**src/rtl/drop_sequencer.sv**
```systemverilog
// Drop sequencer: counts an 8.8 fall time down in prescaled steps,
// then fires a fixed-width release pulse to the actuator.
module drop_sequencer #(
    parameter int unsigned PRESCALE    = 4,
    parameter logic [15:0] T_MIN       = 16'h0100,
    parameter logic [15:0] T_MAX       = 16'h0F00,
    parameter int unsigned DROP_CYCLES = 3,
    parameter int unsigned ERR_CYCLES  = 2
) (
    input  logic        clk,
    input  logic        rst_n,
    input  logic        start,
    input  logic        abort,
    input  logic [15:0] t_sqrt,
    output logic        busy,
    output logic        drop_pulse,
    output logic        done,
    output logic        err,
    output logic [15:0] remaining
);

    typedef enum logic [1:0] {
        IDLE,
        COUNT,
        DROP,
        ERROR
    } state_t;

    localparam logic [7:0] PS_LAST   = 8'(PRESCALE - 1);
    localparam logic [7:0] DROP_LAST = 8'(DROP_CYCLES - 1);
    localparam logic [7:0] ERR_LAST  = 8'(ERR_CYCLES - 1);

    state_t      state;
    state_t      state_nxt;
    logic [7:0]  presc;
    logic [7:0]  presc_nxt;
    logic [7:0]  hold;
    logic [7:0]  hold_nxt;
    logic [15:0] rem_nxt;
    logic        done_nxt;
    logic        in_range;

    assign in_range = (t_sqrt >= T_MIN) && (t_sqrt <= T_MAX);

    always_ff @(posedge clk or negedge rst_n) begin
        if (!rst_n) begin
            state      <= IDLE;
            presc      <= 8'd0;
            hold       <= 8'd0;
            remaining  <= 16'h0000;
            busy       <= 1'b0;
            drop_pulse <= 1'b0;
            done       <= 1'b0;
            err        <= 1'b0;
        end else begin
            state      <= state_nxt;
            presc      <= presc_nxt;
            hold       <= hold_nxt;
            remaining  <= rem_nxt;
            busy       <= (state_nxt == COUNT) || (state_nxt == DROP);
            drop_pulse <= (state_nxt == DROP);
            done       <= done_nxt;
            err        <= (state_nxt == ERROR);
        end
    end

    always_comb begin
        state_nxt = state;
        presc_nxt = presc;
        hold_nxt  = hold;
        rem_nxt   = remaining;
        done_nxt  = 1'b0;
        if (abort) begin
            state_nxt = IDLE;
            presc_nxt = 8'd0;
            hold_nxt  = 8'd0;
            rem_nxt   = 16'h0000;
        end else begin
            unique case (state)
                IDLE: begin
                    if (start) begin
                        presc_nxt = 8'd0;
                        hold_nxt  = 8'd0;
                        if (in_range) begin
                            state_nxt = COUNT;
                            rem_nxt   = t_sqrt;
                        end else begin
                            state_nxt = ERROR;
                            rem_nxt   = 16'h0000;
                        end
                    end
                end
                COUNT: begin
                    if (presc == PS_LAST) begin
                        presc_nxt = 8'd0;
                        // Saturate at zero; the 1->0 step launches the drop.
                        if (remaining <= 16'd1) begin
                            rem_nxt   = 16'h0000;
                            state_nxt = DROP;
                            hold_nxt  = 8'd0;
                        end else begin
                            rem_nxt = remaining - 16'd1;
                        end
                    end else begin
                        presc_nxt = presc + 8'd1;
                    end
                end
                DROP: begin
                    if (hold == DROP_LAST) begin
                        state_nxt = IDLE;
                        hold_nxt  = 8'd0;
                        done_nxt  = 1'b1;
                    end else begin
                        hold_nxt = hold + 8'd1;
                    end
                end
                ERROR: begin
                    if (hold == ERR_LAST) begin
                        state_nxt = IDLE;
                        hold_nxt  = 8'd0;
                    end else begin
                        hold_nxt = hold + 8'd1;
                    end
                end
                default: begin
                    state_nxt = IDLE;
                end
            endcase
        end
    end

endmodule
```
**config.mk**
```make
export PLATFORM = sky130hd
export DESIGN_NAME = drop_sequencer
export DESIGN_NICKNAME = d
export VERILOG_FILES = /design/src/rtl/drop_sequencer.sv
export SDC_FILE = /design/constraint.sdc
export NUM_CORES = 1
export LEC_CHECK = 0
export CAP_MARGIN = 20
export CORE_MARGIN = 4
export CORE_UTILIZATION = 50
export CTS_BUF_LIST = sky130_fd_sc_hd__clkbuf_2 sky130_fd_sc_hd__clkbuf_4 sky130_fd_sc_hd__clkbuf_8
export DETAILED_ROUTE_END_ITERATION = 8
export PLACE_DENSITY = 0.76
export SYNTH_ARGS = -nofsm -noshare
export SYNTH_HDL_FRONTEND = slang
export SYNTH_SLANG_ARGS = --single-unit
```
**constraint.sdc**
```tcl
create_clock -name clk -period 2.6 [get_ports clk]
set_input_delay 0.52 -clock clk [delete_from_list [all_inputs] [get_ports clk]]
set_output_delay 0.52 -clock clk [all_outputs]
set_load 0.05 [all_outputs]
```
==> results_dict.tcl <==
set metrics [dict create \
    ys_top_cells_by_count "38 x sky130_fd_sc_hd__dfrtp_1, 26 x sky130_fd_sc_hd__nand2_1, 21 x sky130_fd_sc_hd__o21ai_0, 18 x sky130_fd_sc_hd__nor2_1, 15 x sky130_fd_sc_hd__nand3_1" \
    irDropWorstVdd_uv 416 \
    synthesis.instances 263 \
    cts-root-to-sink-buffers 2 \
    max_cap_violations 0 \
    final_antenna_net_count 0 \
    timing.critical_path.arrival_ns 2.64 \
    buffer_ports.inserted 39 \
    synth-seq-cells 38 \
    fp.coreArea_um2 4410 \
    timing.fmax_ghz 0.407 \
    numClockSinks 38 \
    crit_share_post_route_pct 94.5 \
    cp-endpoint "remaining[15]" \
    layout-drive-gt1-share_pct 11.1 \
    gp_congestion 0.862 \
    postSynth.asyncResetShare_pct 100 \
    start_util_pct 52.2 \
    path_class "flip-flop to flip-flop" \
    master_cell_of_the_clock_root_buffer "sky130_fd_sc_hd__clkbuf_8" \
    cts_buffers 5 \
    synth_top_cells_by_area "sky130_fd_sc_hd__dfrtp_1 41%, sky130_fd_sc_hd__o21ai_0 4.6%, sky130_fd_sc_hd__ha_1 4.3%" \
    finalSetupViolations 0 \
    post-synth-top-area-cell "sky130_fd_sc_hd__dfrtp_1" \
    yosys.cell_count.top_type "sky130_fd_sc_hd__dfrtp_1" \
    die_width_um 75.9 \
    min-delay-path-class "primary input to async pin" \
    drt_iter0_drc 112 \
    static-leakage-power_nw 1.30 \
    layout-area-overhead-vs-synth_pct 26.9 \
    final-instance-count-excl-fill 366 \
    synthesis.area_per_instance_um2 8.77 \
    die_y_um 75.9 \
    critPathLaunchType "flip-flop" \
    drt_pre_antenna_iters 4 \
    final.min_clock_period_ns 2.46 \
    num_rows 24 \
    synth_largest_type_area_fraction_pct 41.2 \
    status "completed" \
    via_count_of_the_first_global_routing_pass 2103 \
    drc_errors 0 \
    gr-usage-all-layers_pct 19.9 \
    worst_path_most_repeated_cell "sky130_fd_sc_hd__or4_4" \
    final_clock_skew_ns 0.00912 \
    drt-vias-per-instance 5.93 \
    r2r_start "remaining[6]" \
    global_route_wire_length_before_repair_um 9620 \
    clock_latency_ns 0.30 \
    globalRouteOverflowTotal 0 \
    detailroute.via_count 2170 \
    regToRegSetupSlack_ns 0.14 \
    worstPathMaxFanout 5 \
    slew-limit-headroom_pct 37.1 \
    max_slew.worst_pin.slew_ns 0.933 \
    synthesis.nets 291 \
    cts_tree "yes" \
    nNetsFinal 341 \
    report.power.total_w 0.00143 \
    worstSetupStartpoint "remaining[6]" \
    worst_path_largest_cell_delay_ns 0.57 \
    worst-endpoint-required_ns 2.79 \
    standard_cell_with_the_maximum_stage_delay_on_the_critical_path "sky130_fd_sc_hd__or4_4" \
    setup-tns-final_ns 0 \
    dp_hpwl_um 4050 \
    number_of_antenna_violations_at_the_first_check_in_global_routing 0 \
    number_of_antenna_repair_diodes 0 \
    timing.final.hold_violations 0 \
    rsz0062_at_grt "false" \
    powerDensity_nw_per_um2 488 \
    clock_tree.htree_level_count 2 \
    count_of_flip_flops_with_a_built_in_enable_after_synthesis 0 \
    detail_routed_net_length_per_standard_cell_um 15.3 \
    ys_dominant_reg_cell "sky130_fd_sc_hd__dfrtp_1" \
    die_area_um2 5760 \
    end_kind "flip-flop" \
    cts.reportedPaths.clkPinSlew_ns 0.08 \
    ys_types 52 \
    maxSlewViolCount 0 \
    drt_wl_total_um 5580 \
    timing.reg2reg.worst_path_depth 5 \
    placed_cells_incl_taps 358 \
    pin_count 40 \
    synthesis.area_um2 2310 \
    worstReg2RegEnd "remaining[15]" \
    crit_path_cell_trace "or4_4, or4_1, or4_4, xnor2_2, a22o_1" \
    yosysWarningCount 0 \
    maximum_number_of_pins_on_one_net_before_global_route_repair 39 \
    yosysSeqAreaShare_pct 41.2 \
]
-- metrics by stage --
step | cell area, µm² | hold WS (ns) | utilization (%) | setup slack [ns]
after floorplan | 2310 | 0.224 | - | 0.0538
after global routing | 2930 | 0.405 | 66.3 | 0.0242
after detailed placement | 2820 | 0.504 | 64.0 | 0.0637
final | 2930 | 0.332 | 66.3 | 0.142
after CTS | 2920 | 0.365 | 66.1 | 0.127
after global placement | 2820 | 0.492 | 64.0 | 0.0687
-- how the worst min path moves through the flow --
stage                   endpoint  cells after the start
finish              remaining[2]                      1
floorplan                   busy                      0
detailed placement      presc[1]                      2
global placement        presc[1]                      2
CTS                 remaining[2]                      1
global route        remaining[2]                      1
-- area by class of cell --
type / count / area (µm²)
multi-input combinational: 202 / 1270
timing repair buffer: 52 / 483
sequential: 38 / 955
fill: 406 / 1490
clock inverter: 1 / 5.00
clock buffer: 7 / 90.1
tap: 52 / 65.1
inverter: 14 / 52.6
-- registers in the layout (all words and copies together), names as in the netlist --
signal      flops
state           2
done            1
busy            1
hold            8
err             1
remaining      16
drop_pulse      1
presc           8
-- metal layers --
metal  vias to the layer above  wire length, µm  track usage [%]
met2                        65             2660             32.8
li1                       1079                -                -
met5                         -                0                0
met1                      1018             2540             25.9
met3                         8              308             4.15
met4                         0               68             6.23
-- kinds of logic (layout without fill, tap and decap cells) --
group | Yosys count | in the layout | synth area share [%]
simple gates | 113 | 113 | 26.0
mux | 2 | 2 | 0.868
compound gates | 75 | 75 | 22.0
xor+xnor | 4 | 4 | 1.85
buf+inv | 23 | 74 | 3.74
fa+ha+maj | 8 | 8 | 4.34
flops | 38 | 38 | 41.2
-- cells in the final DEF, fill, tap and decap left out, drive strengths merged, types with 3 or more instances in the layout --
| master | Yosys | routed |
|---|---|---|
| o22ai | 3 | 3 |
| a22o | 4 | 4 |
| dfrtp | 38 | 38 |
| nor2 | 18 | 18 |
| a21o | 4 | 4 |
| nand2 | 26 | 26 |
| a22oi | 3 | 3 |
| clkdlybuf4s50 | 0 | 38 |
| clkbuf | 9 | 7 |
| o21ai | 21 | 21 |
| xor2 | 3 | 3 |
| nand4 | 5 | 5 |
| nand3 | 15 | 15 |
| o31ai | 3 | 3 |
| or4 | 6 | 6 |
| ha | 8 | 8 |
| nor3 | 12 | 12 |
| inv | 14 | 14 |
| nor4 | 7 | 7 |
| nor2b | 4 | 4 |
| a31oi | 5 | 5 |
| a21oi | 13 | 13 |
| and2 | 4 | 4 |
| buf | 0 | 14 |
| and3 | 5 | 5 |
-- where the power goes --
part	switching (W)	internal [W]	leakage [nW]
Clock	0.000213	0.000225	0.0517
Sequential	0.0000256	0.000614	0.519
Combinational	0.000204	0.000148	0.725
-- what timing repair did --
action                                  CTS  global route
endpoints found under the setup margin    0             5
hold buffers                              0             0
resized for setup                         0             1
setup buffers                             0             0
-- critical path: cells and delay by family (launching register included) --
kind            cells  cell delay, ns
flops               1            0.44
xor+xnor            1            0.14
simple gates        3            1.58
compound gates      1            0.19
No activity file was read; power rests on OpenSTA's default activity.
